===== src/rtl/sonar_driver.sv =====
// Ultrasonic ranger responder: issues the trigger pulse, times the echo,
// converts the echo width to distance units, and enforces holdoff between shots.
module sonar_driver #(
  parameter int unsigned TRIG_CYCLES     = 500,
  parameter int unsigned CYCLES_PER_UNIT = 2900,
  parameter int unsigned TIMEOUT_CYCLES  = 1500000,
  parameter int unsigned HOLDOFF_CYCLES  = 3000000
) (
  input  logic       clk,
  input  logic       rst,
  input  logic       measure,
  input  logic       echo,
  output logic       trig,
  output logic       ready,
  output logic [7:0] distance,
  output logic       busy,
  output logic       timed_out
);

  localparam int TW = $clog2(TRIG_CYCLES + 1);
  localparam int PW = $clog2(CYCLES_PER_UNIT + 1);
  localparam int OW = $clog2(TIMEOUT_CYCLES + 1);
  localparam int HW = $clog2(HOLDOFF_CYCLES + 1);

  localparam logic [TW-1:0] TRIG_LAST  = TW'(TRIG_CYCLES - 1);
  localparam logic [PW-1:0] PRESC_LAST = PW'(CYCLES_PER_UNIT - 1);
  localparam logic [OW-1:0] TO_LAST    = OW'(TIMEOUT_CYCLES - 1);
  localparam logic [HW-1:0] HOLD_LAST  = HW'(HOLDOFF_CYCLES - 1);

  typedef enum logic [2:0] {IDLE, TRIG, WAIT_RISE, ECHO, DONE, HOLDOFF} state_t;

  state_t        state_q;
  logic          s1_q, s2_q, prev_q;
  logic          trig_q, ready_q, busy_q, timed_out_q, pending_q;
  logic [7:0]    distance_q;
  logic [TW-1:0] trig_cnt_q;
  logic [PW-1:0] presc_q;
  logic [OW-1:0] to_cnt_q;
  logic [HW-1:0] hold_cnt_q;
  logic [7:0]    units_q, units_d;
  logic          rise, fall, wrap, timeout_hit;

  assign rise        = s2_q & ~prev_q;
  assign fall        = ~s2_q & prev_q;
  assign wrap        = (presc_q == PRESC_LAST);
  assign timeout_hit = (to_cnt_q == TO_LAST);

  // Units including this cycle's wrap, so a fall reports floor(high/CPU).
  always_comb begin
    units_d = units_q;
    if (wrap && units_q != 8'hFF) units_d = units_q + 8'd1;
  end

  always_ff @(posedge clk) begin
    if (rst) begin
      state_q     <= IDLE;
      s1_q        <= 1'b0;
      s2_q        <= 1'b0;
      prev_q      <= 1'b0;
      trig_q      <= 1'b0;
      ready_q     <= 1'b0;
      busy_q      <= 1'b0;
      timed_out_q <= 1'b0;
      pending_q   <= 1'b0;
      distance_q  <= 8'd0;
      trig_cnt_q  <= '0;
      presc_q     <= '0;
      to_cnt_q    <= '0;
      hold_cnt_q  <= '0;
      units_q     <= 8'd0;
    end else begin
      s1_q    <= echo;
      s2_q    <= s1_q;
      prev_q  <= s2_q;
      ready_q <= 1'b0;
      case (state_q)
        IDLE: if (measure || pending_q) begin
          state_q    <= TRIG;
          trig_q     <= 1'b1;
          busy_q     <= 1'b1;
          pending_q  <= 1'b0;
          trig_cnt_q <= '0;
          presc_q    <= '0;
          to_cnt_q   <= '0;
          hold_cnt_q <= '0;
          units_q    <= 8'd0;
        end
        TRIG: begin
          if (trig_cnt_q == TRIG_LAST) begin
            trig_q   <= 1'b0;
            state_q  <= WAIT_RISE;
            to_cnt_q <= '0;
          end else begin
            trig_cnt_q <= trig_cnt_q + 1'b1;
          end
        end
        WAIT_RISE: begin
          to_cnt_q <= to_cnt_q + 1'b1;
          if (rise) begin
            state_q <= ECHO;
            presc_q <= '0;
            units_q <= 8'd0;
          end else if (timeout_hit) begin
            state_q     <= DONE;
            distance_q  <= 8'hFF;
            timed_out_q <= 1'b1;
            ready_q     <= 1'b1;
          end
        end
        ECHO: begin
          to_cnt_q <= to_cnt_q + 1'b1;
          presc_q  <= wrap ? '0 : presc_q + 1'b1;
          units_q  <= units_d;
          // A fall coinciding with the timeout still reports the measured width.
          if (fall) begin
            state_q     <= DONE;
            distance_q  <= units_d;
            timed_out_q <= 1'b0;
            ready_q     <= 1'b1;
          end else if (timeout_hit) begin
            state_q     <= DONE;
            distance_q  <= 8'hFF;
            timed_out_q <= 1'b1;
            ready_q     <= 1'b1;
          end
        end
        DONE: begin
          state_q    <= HOLDOFF;
          hold_cnt_q <= '0;
        end
        HOLDOFF: begin
          if (measure) pending_q <= 1'b1;
          if (hold_cnt_q == HOLD_LAST) begin
            state_q <= IDLE;
            busy_q  <= 1'b0;
          end else begin
            hold_cnt_q <= hold_cnt_q + 1'b1;
          end
        end
        default: state_q <= IDLE;
      endcase
    end
  end

  assign trig      = trig_q;
  assign ready     = ready_q;
  assign distance  = distance_q;
  assign busy      = busy_q;
  assign timed_out = timed_out_q;

endmodule


===== config.mk =====
export PLATFORM = sky130hd
export DESIGN_NAME = sonar_driver
export DESIGN_NICKNAME = d
export VERILOG_FILES = /design/src/rtl/sonar_driver.sv
export SDC_FILE = /design/constraint.sdc
export NUM_CORES = 1
export LEC_CHECK = 0
export CORE_MARGIN = 10
export CORE_UTILIZATION = 50
export CTS_CLUSTER_DIAMETER = 30
export DETAILED_ROUTE_END_ITERATION = 6
export PLACE_DENSITY = 0.65
export REMOVE_ABC_BUFFERS = 1
export SLEW_MARGIN = 20
export SYNTH_ARGS = -nofsm -noshare
export SYNTH_HDL_FRONTEND = slang
export SYNTH_SLANG_ARGS = --single-unit

===== constraint.sdc =====
create_clock -name clk -period 5.3 [get_ports clk]
set_input_delay 0.53 -clock clk [delete_from_list [all_inputs] [get_ports clk]]
set_output_delay 0.53 -clock clk [all_outputs]
set_load 0.02 [all_outputs]

; Word-level counts from Yosys, hierarchy flattened
; Index checks and enable logic that the tools add are counted.
[totals]
memories = 0
output_inout_bits = 12
register_bits = 91
in_bits = 4
wordCells = 105
mem_bits_rw = 0
romBits = 0
latchBits = 0
[op_classes]
n_bitwise = 4
n_mux = 44
n_div = 0
mul = 0
magnitude_cmp = 0
shift = 0
n_addsub = 5
n_reduce_logical = 19
n_eq_ne = 18
[op_table]
columns = operator, n
row1 = one-hot mux 22 bit (3 select lines), 1
row2 = one-hot mux 21 bit (3 select lines), 1
row3 = two-way mux 8 bit, 6
row4 = two-way mux 22 bit, 2
row5 = two-way mux 21 bit, 2
row6 = two-way mux 12 bit, 3
row7 = one-hot mux 12 bit (3 select lines), 1
row8 = one-hot mux 8 bit (3 select lines), 1
row9 = AND reduction 3 bit, 8
row10 = adder 22 x 1 -> 22 bit (second input constant), 1
row11 = == test 22 bit (second input constant), 1
row12 = adder 21 x 1 -> 21 bit (second input constant), 1
row13 = == test 21 bit (second input constant), 1
row14 = two-way mux 3 bit, 6
row15 = two-way mux 9 bit, 2
row16 = one-hot mux 3 bit (6 select lines), 1
row17 = one-hot mux 9 bit (2 select lines), 1
row18 = inequality test 2 bit (second input constant), 8
row19 = one-hot mux 8 bit (2 select lines), 1
row20 = adder 12 x 1 -> 12 bit (second input constant), 1
row21 = == test 12 bit (second input constant), 1
row22 = two-way mux 1 bit, 11
row23 = one-hot mux 1 bit (2 select lines), 5
row24 = adder 9 x 1 -> 9 bit (second input constant), 1
row25 = 15 further kinds, 23

; Logic depth before layout (Yosys ltp)
[depth]
depth_word = 5
ltp_mapped = 8
mapped_depth_nobuf = 6

; Least setup slack after synthesis
; No wires, ideal clock.
[synth_timing]
kind = reg-to-reg
start = reg trig_cnt_q[0]
end = reg to_cnt_q[19]
setup_slack_ps = 3450
required_ps = 5241
setup_ps = 59
period_less_slack_ps = 1850
arrival_time_ps = 1790
n_path_buf = 1
stages_incl_launch_ff = 8
cell_sequence = dfxtp_1 > ha_1 > and4bb_1 > nand4_2 > and2_1 > clkbuf_1 > or4_1 > nand2_1
[synth_via]
elab_chain_cells = 3
[synth_lines]
columns = item, line
row1 = from (decl), 36  ; logic [TW-1:0] trig_cnt_q;
row2 = from (signal assigned), 94  ; trig_cnt_q <= trig_cnt_q + 1'b1;
row3 = == test 9 bit, 89  ; if (trig_cnt_q == TRIG_LAST) begin
row4 = inequality test 2 bit (no source line), n/a
row5 = AND reduction 3 bit (no source line), n/a
row6 = to (signal assigned), 98  ; to_cnt_q <= to_cnt_q + 1'b1;
row7 = to (signal assigned), 111  ; to_cnt_q <= to_cnt_q + 1'b1;
row8 = to (decl), 38  ; logic [OW-1:0] to_cnt_q;
; No other way between the ends.
; A chain may end at the register's enable or synchronous reset.

; Final worst setup path
[layout_timing]
start = reg state_q[1]
end = reg distance_q[1] (netlist: distance[1])
[layout_via]
elab_chain_cells = 3
word_cells_on_any_way = 6
classes_between = eq/ne: 3 / mux: 1 / reduce/logical: 2
[layout_lines]
columns = item, line
row1 = from (decl), 32  ; state_t state_q;
row2 = from (signal assigned), 56  ; state_q <= IDLE;
row3 = from (signal assigned), 78  ; state_q <= TRIG;
row4 = from (signal assigned), 91  ; state_q <= WAIT_RISE;
row5 = == test 3 x 2 -> 1 bit, 76  ; case (state_q)
row6 = inequality test 2 bit (no source line) / nonzero test 2 bit (equally long branches), n/a
row7 = AND reduction 2 bit (no source line), n/a
row8 = to (signal assigned), 117  ; distance_q <= units_d;
row9 = to (decl), 35  ; logic [7:0] distance_q;
; Parallel ways exist; a longest one is shown, timed or not.

==> impl_results.md <==
- Slew headroom: 28.46%
- CP cell instances: and2b_1, nand2_1, nor2_1, nor3_1, a311oi_1
- Die Ht: 117.7 um
- Period utilization: 53.27%
- EDFF count, synth: 0
- Register area: 1822 um2
- Final global-route overflow total: 0
- Final total power: 1.443 mW
- Crit Path Category: flip-flop to flip-flop
- CP required: 5.57 ns
- Crit path max fanout: 20
- Initial DRT Pass Iterations: 6
- Routed Antenna Nets: 0
- Setup TNS: 0 ns
- Post_cts resized: 0
- Clock Path Buffers: 2
- Total Routing Usage GR: 15.88%
- DRT Wirelength: 11.21 mm
- Worst-path clk slew: 0.08 ns
- Peak VDD IR: 135.2 uV
- RD Place Congestion: 0.8386
- Layout area overhead: 9.224%
- Design Area, Final: 5215 um2
- CP peak stage delay: 0.96 ns
- Average size of a mapped cell: 8.376 um2
- # rows: 35
- Quantity of hold-fixing buffers added after cts: 0
- Final-report setup violation count: 0
- Drt via density: 6.038
- CTS tree: built
- Final Max Slew Viols: 0
- Layout fillers: 906
- PwrDens: 276.8 nW/um2
- Leading area contributor after synthesis: dfxtp_1
- Most common cell in the netlist: dfxtp_1
- RSZ-0062 raised after global routing: no
- Final clock skew: 0.01419 ns
- Asr flop ratio synth: 0%
- Reg2Reg Depth: 5
- I/O pins: 16
- Final std cells w/o fill: 705
- Pin count of the biggest net entering global routing: 47
- Fmax: 0.3542 GHz
- YS warnings: 0
- Status: complete, no violations
- Placed instance area: 4987 um2
- Synthesized area: 4775 um2
- Distinct cells, synth: 69
- Area occupied by multi-input gates: 2780 um2
- Hold slack final: 0.4451 ns
- Placed Cells: 689
- DRC: 0
- #FFs+latches synth: 91
- Vias in the first global route: 3998
- CTS Root Cell: clkbuf_8
- Layout cells sized above 1: 6.597%
- Register area share after synthesis: 38.16%
- Port bufs: 15
- H-tree depth: 3
- Pleak: 1.645 nW
- Worst Tran Pin Value: 1.069 ns
- Die area: 13860 um2
- Die W: 117.7 um
- Max-cap violations: 0
- CP endpoint kind: flip-flop
- Final net count: 580
- Worst Path Arrival: 3.09 ns
- Core area: 9284 um2
- First-pass GRT wire length: 19.00 mm
- Starting DRT DRC Count: 242
- Share of the synthesized area in the top cell type: 38.16%
- Dpl hpwl: 7.751 mm
- Initial antenna violation count: 0
- Post-CTS setup buffers: 0
- Final hold violations: 0
- Routed len/inst: 15.90 um
- CP max-delay cell: nor2_1
- Synth Flop Type: dfxtp_1
- Worst Hold Class: flip-flop to flip-flop
- Initial Util: 51.43%
- CTS buffer count: 9
- Clk_lat worst skew: 0.36 ns
- CP Launch Type: flip-flop
- Antenna diodes: 0
- Top post-synthesis cells by area: dfxtp_1 38%, a21oi_1 4.9%, nand2_1 4.4%
- Hold depth: 1
- Tmin final: 2.824 ns
- Clk sinks: 91
- Cell count after synthesis: 570
- Synth cell count leaders: 91 x dfxtp_1, 56 x nand2_1, 47 x a21oi_1, 45 x nor2_1, 25 x nand3_1
- Vias: 4257
## cell usage in the layout (no fill, tap or decap), drive strengths merged, types with 12 or more instances in the layout
master	count
xnor2	14
nand2	56
nand3	26
nor2	48
o21ai	25
clkbuf	12
nand4	16
dfxtp	91
clkdlybuf4s50	14
inv	14
o31ai	12
a311oi	15
xor2	12
a211oi	13
nor3	24
a21oi	48
## final timing paths
kind / from / end / slack, ns
hold reg to reg: s1_q / s2_q / 0.45
setup reg to reg: state_q[1] / distance[1] / 2.48
hold / removal: s1_q / s2_q / 0.45
setup / recovery: state_q[1] / distance[1] / 2.48
## cell families (layout without fill, tap and decap cells)
group	count (synthesis)	in the layout	synth area share, %
buffers and inverters	43	49	3.721
AND/OR/NAND/NOR	249	249	28.54
adder cells (fa/ha/maj)	5	5	1.310
XOR/XNOR	26	26	4.769
flip-flops	91	91	38.16
AO/OA/AOI/OAI	153	153	22.88
multiplexers	3	3	0.6290
## report_power, final
group	switching [mW]	internal, mW
Sequential	0.0238	0.696
Clock	0.244	0.291
Combinational	0.132	0.0570
Total	0.400	1.04
## metal layers
metal | up-vias | routed length [um] | global-route usage, %
li1 | 2143 | - | -
met1 | 2027 | 5275 | 19.49
met2 | 75 | 5347 | 26.61
met3 | 12 | 436 | 3.357
met4 | 0 | 146 | 5.873
met5 | - | 0 | 0
## critical path: cells and delay by family (launching register included)
family | cells | cell delay [ns]
flip-flops | 1 | 0.74
AND/OR/NAND/NOR | 4 | 1.72
AO/OA/AOI/OAI | 1 | 0.27
## cell type report
class / count / area share [%]
Timing Repair Buffer: 18 / 3.215
Multi-Input combinational cell: 436 / 53.31
Inverter: 15 / 1.080
Tap cell: 129 / 3.095
Sequential cell: 91 / 34.93
Clock buffer: 12 / 2.975
Clock inverter: 4 / 1.392
## registers in the layout, summed over array words and instances, names as in the netlist, 3 cells and up
signal	cells
presc_q	12
to_cnt_q	21
trig_cnt_q	9
hold_cnt_q	22
units_q	8
state_q	3
distance	8
## per-stage QoR
stage	setup WS, ns	util [%]
3_3_place_gp	2.620	53.72
3_5_place_dp	2.478	53.72
4_1_cts	2.481	56.17
2_1_floorplan	3.076	-
6_report	2.476	56.17
5_1_grt	2.277	56.17
(Power assumes the default switching activity.)
